**src/rtl/portamento_sched_pkg.sv**
```systemverilog
// Shared constants for the portamento scheduler: slot timing, FSM encoding
// and the default pitch word width.
package portamento_sched_pkg;

  localparam int PORTA_DSZ  = 48;
  localparam int SLOT_LEN   = 4;
  localparam int SLOT_CNT_W = $clog2(SLOT_LEN);

  typedef enum logic [0:0] {
    IDLE  = 1'b0,
    SWEEP = 1'b1
  } sched_state_e;

endpackage

```
**src/rtl/portamento_sched_if.sv**
```systemverilog
// Update handshake and filter-side bus of the portamento scheduler.
// The host side drives updates and the enable; the scheduler side drives the filter.
interface portamento_sched_if
  import portamento_sched_pkg::*;
#(
  parameter int SEL_WIDTH = 2,
  parameter int DSZ       = PORTA_DSZ
);

  logic                 en;
  logic                 upd_req;
  logic [SEL_WIDTH-1:0] upd_unit;
  logic [DSZ-1:0]       upd_pitch;
  logic                 upd_ack;
  logic [SEL_WIDTH-1:0] unit;
  logic                 porta_tick;
  logic [DSZ-1:0]       pitch_out;
  logic                 sweep_done;
  logic                 overrun;

  modport master (
    output en, upd_req, upd_unit, upd_pitch,
    input  upd_ack, unit, porta_tick, pitch_out, sweep_done, overrun
  );

  modport slave (
    input  en, upd_req, upd_unit, upd_pitch,
    output upd_ack, unit, porta_tick, pitch_out, sweep_done, overrun
  );

endinterface

```
**src/rtl/portamento_sched_tick_prescaler.sv**
```systemverilog
// Free-running 0..PRESCALE-1 counter; tc is high for the single cycle the
// counter sits at its terminal value.
module tick_prescaler #(
  parameter int PRESCALE = 1000
) (
  input  logic clk,
  input  logic rst_n,
  output logic tc
);

  localparam int CNT_W = (PRESCALE > 1) ? $clog2(PRESCALE) : 1;
  localparam logic [CNT_W-1:0] LAST = CNT_W'(PRESCALE - 1);

  logic [CNT_W-1:0] count;

  always_ff @(posedge clk or negedge rst_n) begin
    if (!rst_n) begin
      count <= '0;
    end else if (count == LAST) begin
      count <= '0;
    end else begin
      count <= count + 1'b1;
    end
  end

  assign tc = (count == LAST);

endmodule

```
**src/rtl/portamento_sched.sv**
```systemverilog
// Time-multiplexes one shared portamento filter across NCOMAX+1 units: each
// prescaler request triggers a sweep of 4-cycle slots presenting unit/pitch/tick.
module portamento_sched
  import portamento_sched_pkg::*;
#(
  parameter int SEL_WIDTH = 2,
  parameter int NCOMAX    = 3,
  parameter int DSZ       = PORTA_DSZ,
  parameter int PRESCALE  = 1000
) (
  input logic clk,
  input logic rst_n,
  portamento_sched_if.slave bus
);

  localparam int NUNITS = NCOMAX + 1;
  localparam logic [SEL_WIDTH-1:0]  LAST_UNIT = SEL_WIDTH'(NCOMAX);
  localparam logic [SLOT_CNT_W-1:0] SLOT_LAST = SLOT_CNT_W'(SLOT_LEN - 1);

  sched_state_e          state;
  logic [SLOT_CNT_W-1:0] slot_cnt;
  logic [SEL_WIDTH-1:0]  unit_q;
  logic [SEL_WIDTH-1:0]  next_unit;
  logic [DSZ-1:0]        pitch_q;
  logic [DSZ-1:0]        next_pitch;
  logic                  tick_q;
  logic                  done_q;
  logic                  pending;
  logic                  overrun_q;
  logic                  tc;
  logic                  start;
  logic                  upd_hits_active;
  logic                  upd_accept;
  logic                  upd_write;

  logic [DSZ-1:0]    table_mem [NUNITS];
  logic [NUNITS-1:0] entry_valid;

  tick_prescaler #(
    .PRESCALE (PRESCALE)
  ) u_prescaler (
    .clk   (clk),
    .rst_n (rst_n),
    .tc    (tc)
  );

  assign start           = (state == IDLE) && bus.en && (pending || tc);
  assign upd_hits_active = (state == SWEEP) && (bus.upd_unit == unit_q);
  assign upd_accept      = bus.upd_req && !upd_hits_active;
  assign upd_write       = upd_accept && (int'(bus.upd_unit) <= NCOMAX);

  // Plain RAM without reset; entry_valid makes cleared entries read as zero.
  always_ff @(posedge clk) begin
    if (upd_write) begin
      table_mem[bus.upd_unit] <= bus.upd_pitch;
    end
  end

  always_ff @(posedge clk or negedge rst_n) begin
    if (!rst_n) begin
      entry_valid <= '0;
    end else if (upd_write) begin
      entry_valid[bus.upd_unit] <= 1'b1;
    end
  end

  // A write landing on the same edge that opens the unit's slot is forwarded,
  // so pitch_out always equals the table contents for the whole slot.
  assign next_unit = (state == IDLE) ? '0 : unit_q + 1'b1;

  always_comb begin
    next_pitch = '0;
    if (upd_write && (bus.upd_unit == next_unit)) begin
      next_pitch = bus.upd_pitch;
    end else if (entry_valid[next_unit]) begin
      next_pitch = table_mem[next_unit];
    end
  end

  always_ff @(posedge clk or negedge rst_n) begin
    if (!rst_n) begin
      state    <= IDLE;
      slot_cnt <= '0;
      unit_q   <= '0;
      pitch_q  <= '0;
      tick_q   <= 1'b0;
      done_q   <= 1'b0;
    end else begin
      tick_q <= 1'b0;
      done_q <= 1'b0;
      case (state)
        IDLE: begin
          if (start) begin
            state    <= SWEEP;
            slot_cnt <= '0;
            unit_q   <= next_unit;
            pitch_q  <= next_pitch;
            tick_q   <= 1'b1;
          end
        end
        SWEEP: begin
          if (slot_cnt != SLOT_LAST) begin
            slot_cnt <= slot_cnt + 1'b1;
          end else begin
            slot_cnt <= '0;
            if (unit_q == LAST_UNIT) begin
              state  <= IDLE;
              done_q <= 1'b1;
            end else begin
              unit_q  <= next_unit;
              pitch_q <= next_pitch;
              tick_q  <= 1'b1;
            end
          end
        end
        default: state <= IDLE;
      endcase
    end
  end

  // A start consumes the held request; a terminal count on that same edge
  // re-arms it instead of counting as an overrun.
  always_ff @(posedge clk or negedge rst_n) begin
    if (!rst_n) begin
      pending   <= 1'b0;
      overrun_q <= 1'b0;
    end else if (start) begin
      pending <= pending && tc;
    end else if (tc) begin
      pending <= 1'b1;
      if (pending) begin
        overrun_q <= 1'b1;
      end
    end
  end

  assign bus.upd_ack    = upd_accept;
  assign bus.unit       = unit_q;
  assign bus.pitch_out  = pitch_q;
  assign bus.porta_tick = tick_q;
  assign bus.sweep_done = done_q;
  assign bus.overrun    = overrun_q;

endmodule

```
**src/flat_wrapper.sv**
```systemverilog
// flat-port wrapper written by rule: the top's interface ports become plain ports
module portamento_sched_flat import portamento_sched_pkg::*;
#(
  parameter int SEL_WIDTH = 2,
  parameter int NCOMAX    = 3,
  parameter int DSZ       = PORTA_DSZ,
  parameter int PRESCALE  = 1000
)
  (clk, rst_n, bus_en, bus_upd_req, bus_upd_unit, bus_upd_pitch, bus_upd_ack, bus_unit, bus_porta_tick, bus_pitch_out, bus_sweep_done, bus_overrun);
  portamento_sched_if #(.SEL_WIDTH(SEL_WIDTH), .DSZ(DSZ)) bus_i ();
  input logic clk;
  input logic rst_n;
  input wire logic [$bits(bus_i.en)-1:0] bus_en;
  input wire logic [$bits(bus_i.upd_req)-1:0] bus_upd_req;
  input wire logic [$bits(bus_i.upd_unit)-1:0] bus_upd_unit;
  input wire logic [$bits(bus_i.upd_pitch)-1:0] bus_upd_pitch;
  output wire logic [$bits(bus_i.upd_ack)-1:0] bus_upd_ack;
  output wire logic [$bits(bus_i.unit)-1:0] bus_unit;
  output wire logic [$bits(bus_i.porta_tick)-1:0] bus_porta_tick;
  output wire logic [$bits(bus_i.pitch_out)-1:0] bus_pitch_out;
  output wire logic [$bits(bus_i.sweep_done)-1:0] bus_sweep_done;
  output wire logic [$bits(bus_i.overrun)-1:0] bus_overrun;
  assign bus_i.en = bus_en;
  assign bus_i.upd_req = bus_upd_req;
  assign bus_i.upd_unit = bus_upd_unit;
  assign bus_i.upd_pitch = bus_upd_pitch;
  assign bus_upd_ack = bus_i.upd_ack;
  assign bus_unit = bus_i.unit;
  assign bus_porta_tick = bus_i.porta_tick;
  assign bus_pitch_out = bus_i.pitch_out;
  assign bus_sweep_done = bus_i.sweep_done;
  assign bus_overrun = bus_i.overrun;
  portamento_sched #(.SEL_WIDTH(SEL_WIDTH), .NCOMAX(NCOMAX), .DSZ(DSZ), .PRESCALE(PRESCALE)) u_core (.clk(clk), .rst_n(rst_n), .bus(bus_i));
endmodule
```
**config.mk**
```make
export PLATFORM = sky130hd
export DESIGN_NAME = portamento_sched_flat
export DESIGN_NICKNAME = d
export VERILOG_FILES = /design/src/rtl/portamento_sched_pkg.sv /design/src/rtl/portamento_sched_if.sv /design/src/rtl/portamento_sched_tick_prescaler.sv /design/src/rtl/portamento_sched.sv /design/src/flat_wrapper.sv
export SDC_FILE = /design/constraint.sdc
export NUM_CORES = 1
export LEC_CHECK = 0
export BUFFER_PORTS_ARGS = -buffer_cell sky130_fd_sc_hd__buf_2
export CAP_MARGIN = 25
export CORE_MARGIN = 2
export CORE_UTILIZATION = 40
export CTS_BUF_LIST = sky130_fd_sc_hd__clkbuf_8
export DETAILED_ROUTE_END_ITERATION = 10
export PLACE_DENSITY = 0.68
export SKIP_CTS_REPAIR_TIMING = 1
export SYNTH_ARGS = -nofsm -noshare
export SYNTH_HDL_FRONTEND = slang
export SYNTH_HIERARCHICAL = 1
export SYNTH_SLANG_ARGS = --single-unit
```
**constraint.sdc**
```tcl
create_clock -name clk -period 6.3 [get_ports clk]
set_clock_uncertainty 0.05 [all_clocks]
set_input_delay 0.63 -clock clk [delete_from_list [all_inputs] [get_ports clk]]
set_output_delay 0.63 -clock clk [all_outputs]
set_load 0.01 [all_outputs]
```
; Word-level counts from Yosys, hierarchy flattened
; Memory sizes are Yosys's and may differ from the RTL's.
; Index checks and enable logic that the tools add are counted.
[word_totals]
mem_bits_rw = 192
out_inout_bits = 54
in_bits = 54
n_memories = 1
reg_bits = 71
[classes]
n_addsub = 3
n_lt_le_gt_ge = 3
n_bitwise = 3
n_reduce_logical = 12
n_mux = 32
n_eq_ne = 8
[memory_table]
columns = memory, depth, width, read_ports, rd_clocked_by_memory_dff, wr, line_no
row1 = u_core.table_mem, 4, 48, 1, 0, 1, portamento_sched.sv:36  ; logic [DSZ-1:0] table_mem [NUNITS];
[op_table]
columns = cell, n
row1 = 48-bit two-way mux, 5
row2 = 48-bit case mux with 2 select lines, 1
row3 = 1-bit two-way mux, 13
row4 = 2-bit two-way mux, 6
row5 = 10-bit by 1-bit adder with 10-bit output (second input constant), 1
row6 = 10-bit == test (second input constant), 1
row7 = 10-bit two-way mux, 1
row8 = 2-bit case mux with 2 select lines, 2
row9 = 1-bit logical AND, 7
row10 = 2-bit by 3-bit < comparator with 1-bit output (second input constant), 2
row11 = 2-bit inequality test (second input constant), 3
row12 = 3-bit AND reduction, 2
row13 = 2-bit by 1-bit adder with 2-bit output (second input constant), 2
row14 = 2-bit == test, 2
row15 = 4-bit bitwise OR, 1
row16 = 1-bit case mux with 2 select lines, 2
row17 = 1-bit binary-select mux with 2-bit select, 1
row18 = 1-bit demux with 2-bit select, 1
row19 = 2-bit == test (second input constant), 1
row20 = 2-bit by 1-bit >= comparator with 1-bit output (second input constant), 1
row21 = 2-bit by 1-bit inequality test with 1-bit output (second input constant), 1
row22 = 1-bit NOT, 2
row23 = 2-bit nonzero test, 1
row24 = 1-bit zero test, 1
row25 = 1-bit logical OR, 1

; Depth between registers and ports, before layout
[logic_depth]
word_depth = 9
mapped_depth = 12

; By module
; The synthesis kept the hierarchy.
[by_module_without_submodules]
columns = mod, cells_each, area_per_inst_um2, n_inst, seq_area_each_um2
row1 = portamento_sched, 691, 10002.1, 1, 7292.0
row2 = tick_prescaler, 42, 473.0, 1, 250.2

; Worst setup path after synthesis
; Ideal clock, no wire load.
[synth_timing]
path_type = in2reg
from = input port bus_upd_unit[1]
to = memory u_core/table_mem[0][0] (netlist bit) (enable)
required_time_ps = 5736
stages = 4
t_arrival_ps = 4386
setup_slack_ps = 1350
n_path_buf = 1
cell_sequence = buf_6 xor2_1 o31ai_4 nor3_1
[synth_between]
elab_chain_cells = 6
[synth_lines]
columns = item, line_no
row1 = "start, declared", flat_wrapper.sv:15  ; input wire logic [$bits(bus_i.upd_unit)-1:0] bus_upd_unit;
row2 = 2-bit == test, portamento_sched.sv:48  ; assign upd_hits_active = (state == SWEEP) && (bus.upd_unit == unit_q);
row3 = 1-bit logical AND, portamento_sched.sv:48
row4 = 1-bit zero test, portamento_sched.sv:49  ; assign upd_accept = bus.upd_req && !upd_hits_active;
row5 = 1-bit logical AND, portamento_sched.sv:49
row6 = 1-bit two-way mux, portamento_sched.sv:54  ; if (upd_write) begin
row7 = 1-bit two-way mux (not written as such), portamento_sched.sv:55  ; table_mem[bus.upd_unit] <= bus.upd_pitch;
row8 = "end, declared", portamento_sched.sv:36
; Several ways; a longest one is shown, not always the timed one.

; Worst setup path after layout
[layout_timing]
from = register u_core.u_prescaler.count[0]
to = register u_core.pitch_q[43], in the netlist u_core/bus.pitch_out[43]
[layout_between]
elab_chain_cells = 5
[layout_lines]
columns = item, line_no
row1 = "start, declared", portamento_sched_tick_prescaler.sv:14  ; logic [CNT_W-1:0] count;
row2 = "start signal, assigned", portamento_sched_tick_prescaler.sv:22  ; count <= count + 1'b1;
row3 = 10-bit == test, portamento_sched_tick_prescaler.sv:26  ; assign tc = (count == LAST);
row4 = named net u_core.tc, portamento_sched.sv:30  ; logic tc;
row5 = 1-bit logical OR, portamento_sched.sv:47  ; assign start = (state == IDLE) && bus.en && (pending || tc);
row6 = 1-bit logical AND, portamento_sched.sv:47
row7 = 2-bit by 1-bit inequality test with 1-bit output (no source line), -
row8 = 3-bit AND reduction (no source line), -
row9 = "end signal, assigned", portamento_sched.sv:97  ; pitch_q <= next_pitch;
row10 = "end signal, assigned", portamento_sched.sv:111  ; pitch_q <= next_pitch;
row11 = "end, declared", portamento_sched.sv:24  ; logic [DSZ-1:0] pitch_q;
; The timed path passes the listed nets, and every way through them passes these cells.
; A chain may end at the register's enable or synchronous reset.

==> results.cfg <==
[setup_path]
r2r_end = u_core/bus.pitch_out[43]
rr_worst_depth = 11
crit_type = reg2reg
startpoint_type = flop
crit_start = u_core/u_prescaler/count[0]
crit_arrival_ns = 4.14
cp-endpoint = u_core/bus.pitch_out[43]
endpoint_kind = flop
r2r_start = u_core/u_prescaler/count[0]
cp.required_ns = 6.71
rrSetupSlack_ns = 2.57
crit_fanout = 54

[finish]
drive_gt1_share_pct = 22.8
final_common_cell = edfxtp_1
fill_cells = 2253
final_util_pct = 47.0
antenna_cells = 0
final_nets = 907
final_cell_mix = edfxtp_1, buf_2, nand2_1
areaGrowthSynthToFinish_pct = 16.2

[cts]
cts_buffer_depth = 3
clock-sinks = 263
worstSkewPairLatency_ns = 0.55
cts_tree = built
cts_buffers = 43
cts-root-buf = clkbuf_8
htreeDepth = 2
clk_pin_slew_ns = 0.06

[grt]
antenna_found_initial = 1
grt_pass1_wl_microns = 36600
grt_pass1_vias = 6401
gr-total-overflow = 0
grt_max_degree = 105
grtUsageTotal_pct = 16.9

[power_and_ir_drop]
p_leak_nw = 4.63
pwr_density_cell_mw_per_mm2 = 445
vdd_drop_max_mv = 0.303

[floorplanning]
start_util_pct = 40.4
coreArea_sq_mm = 0.0259
dieArea_sq_mm = 0.0275
rows = 59
die_w_microns = 166
io_pins = 108
die_h_microns = 166

[placed_design]
dp_slack_ns = 2.62
gp_congestion = 0.743
io_buffers = 107
dp_hpwl_microns = 13300

[route]
drc_errors = 0
postRouteAntennaNets = 0
wl_microns = 23700
first_pass_iters = 5
vias = 6501
viasPerCell = 5.34
avgRoutedWirePerCell_microns = 19.5
drtIter0Drc = 431

[timing]
setup_viol = 0
worst_slew_pin_slew_ns = 1.00
period_needed_ns = 3.73
fin_crit_sh_pct = 59.1
slew_headroom_pct = 32.8
max_freq_ghz = 0.268
worst_slack_ns = 2.57
finalSetupTns_ns = 0
final_hold_viol_count = 0
rsz0062_at_grt = no
slew_violations = 0

[synth]
ys_ff_latch = 263
syn-num-nets = 790
ys_seq_area_share_pct = 72.0
avgSynthCellArea_sq_um = 14.3
netlist_instances = 733
ys_types = 44
yosysWarnings = 6
netlist_area_sq_mm = 0.0105

[flow_run]
maxCapViolations = 0

[worst_hold_path]
hold_path_depth = 1
hp-class = in2reg

[run_status]
status = complete, no violations
[per-layer routing]
layer  up-vias  routed length [microns]  track usage, %  part of all wire [%]
met5         -                       13               0                 0.055
met4         2                      397            4.95                   1.7
met3        33                     1240            3.65                   5.2
met2       175                    11200            27.5                    47
met1      3260                    10900            23.1                    46
li1       3031                        -               -                     -
[synth_stat cells]
cell      number  area share [%]
edfxtp_1     192              55
nand2_1      104             3.7
dfrtp_1       71              17
nor2b_1       51             3.0
a31oi_1       50             3.0
a211oi_1      48             3.4
a221o_1       48             4.6
and2_1        48             2.9
clkbuf_1      31             1.1
buf_2          8            0.38
buf_6          7            0.75
a21oi_1        6            0.29
and3_1         6            0.36
nand3_1        6            0.29
nor2_1         6            0.21
inv_1          5            0.18
xor2_1         5            0.42
o21ai_0        4            0.19
or2_2          4            0.24
buf_1          3            0.11
ha_1           3            0.36
xnor2_1        3            0.25
nand2b_1       2            0.12
nor3_1         2           0.096
a21o_1         1           0.072
a21oi_2        1           0.084
a311o_1        1           0.096
and2_4         1           0.084
and3_2         1           0.072
and3_4         1            0.11
and4_4         1            0.11
buf_4          1           0.072
mux2_2         1            0.11
nor3_2         1           0.096
nor4_4         1            0.20
o211ai_2       1            0.12
o21ai_1        1           0.048
o21bai_1       1           0.072
o221ai_1       1           0.084
o22a_2         1           0.096
o31ai_4        1            0.20
o32ai_2        1            0.16
or2_1          1           0.060
or3_1          1           0.060
[cells by family after synthesis]
kind of cell,count (synthesis),synth area share (%)
adders and majority gates,3,0.358
and+or+nand+nor,237,11.7
DFF,263,72.0
AOI/OAI and AO/OA,166,12.5
xor gates and xnor gates,8,0.669
muxes,1,0.107
buffers and inverters,55,2.60
[area by class of cell]
type / instances / area [sq um] / area share (%)
flip-flops and latches: 263 / 7550 / 62.0
multi-input cells: 415 / 2690 / 22.1
repair buffers: 122 / 721 / 5.92
clock buffers: 46 / 633 / 5.20
well taps: 335 / 419 / 3.44
clock inverters: 32 / 144 / 1.18
inverters: 5 / 18.8 / 0.154
[through the flow]
stage	hold WS, ns	cell area (sq um)	total power, W	std cells
floorplan	0.284	10500	0.00350	733
global placement	0.403	11300	0.00402	1135
detailed placement	0.405	11300	0.00410	1137
CTS	0.222	12100	0.00545	1215
global route	0.235	12200	0.00573	1218
finish	0.258	12200	0.00542	1218
[worst min path at each step]
| stage | startpoint | to | slack [ns] |
|---|---|---|---|
| detailed placement | u_core/entry_valid[2] | u_core/entry_valid[2] | 0.41 |
| floorplan | rst_n | u_core/bus.overrun | 0.28 |
| finish | bus_upd_pitch[6] | u_core/table_mem[0][6] | 0.26 |
| global placement | u_core/entry_valid[2] | u_core/entry_valid[2] | 0.40 |
| CTS | rst_n | u_core/bus.pitch_out[26] | 0.22 |
| global route | bus_upd_pitch[47] | u_core/table_mem[2][47] | 0.24 |
[critical path, stage by stage (launching register included)]
cell and delay, ns:
dfrtp_1 0.40, ha_1 0.25, nand3_1 0.12, nor3_2 0.22, and3_1 0.36, o21ai_1 0.18
o22a_2 0.25, buf_4 0.31, nor4_4 0.67, buf_8 0.23, buf_4 0.37, a221o_1 0.21
[where the power goes]
part	switching [W]	internal (W)
clock	0.000661	0.000679
combinational	0.00111	0.000719
sequential	0.000130	0.00212
[sequential cells by signal (all words and copies together), names as in the netlist]
signal                    flops
u_core/bus.sweep_done         1
u_core/u_prescaler/count     10
u_core/bus.porta_tick         1
u_core/bus.unit               2
u_core/entry_valid            4
u_core/table_mem            192
u_core/pending                1
u_core/slot_cnt               2
u_core/bus.pitch_out         48
u_core/state                  1
u_core/bus.overrun            1
(Power assumes the default switching activity.)
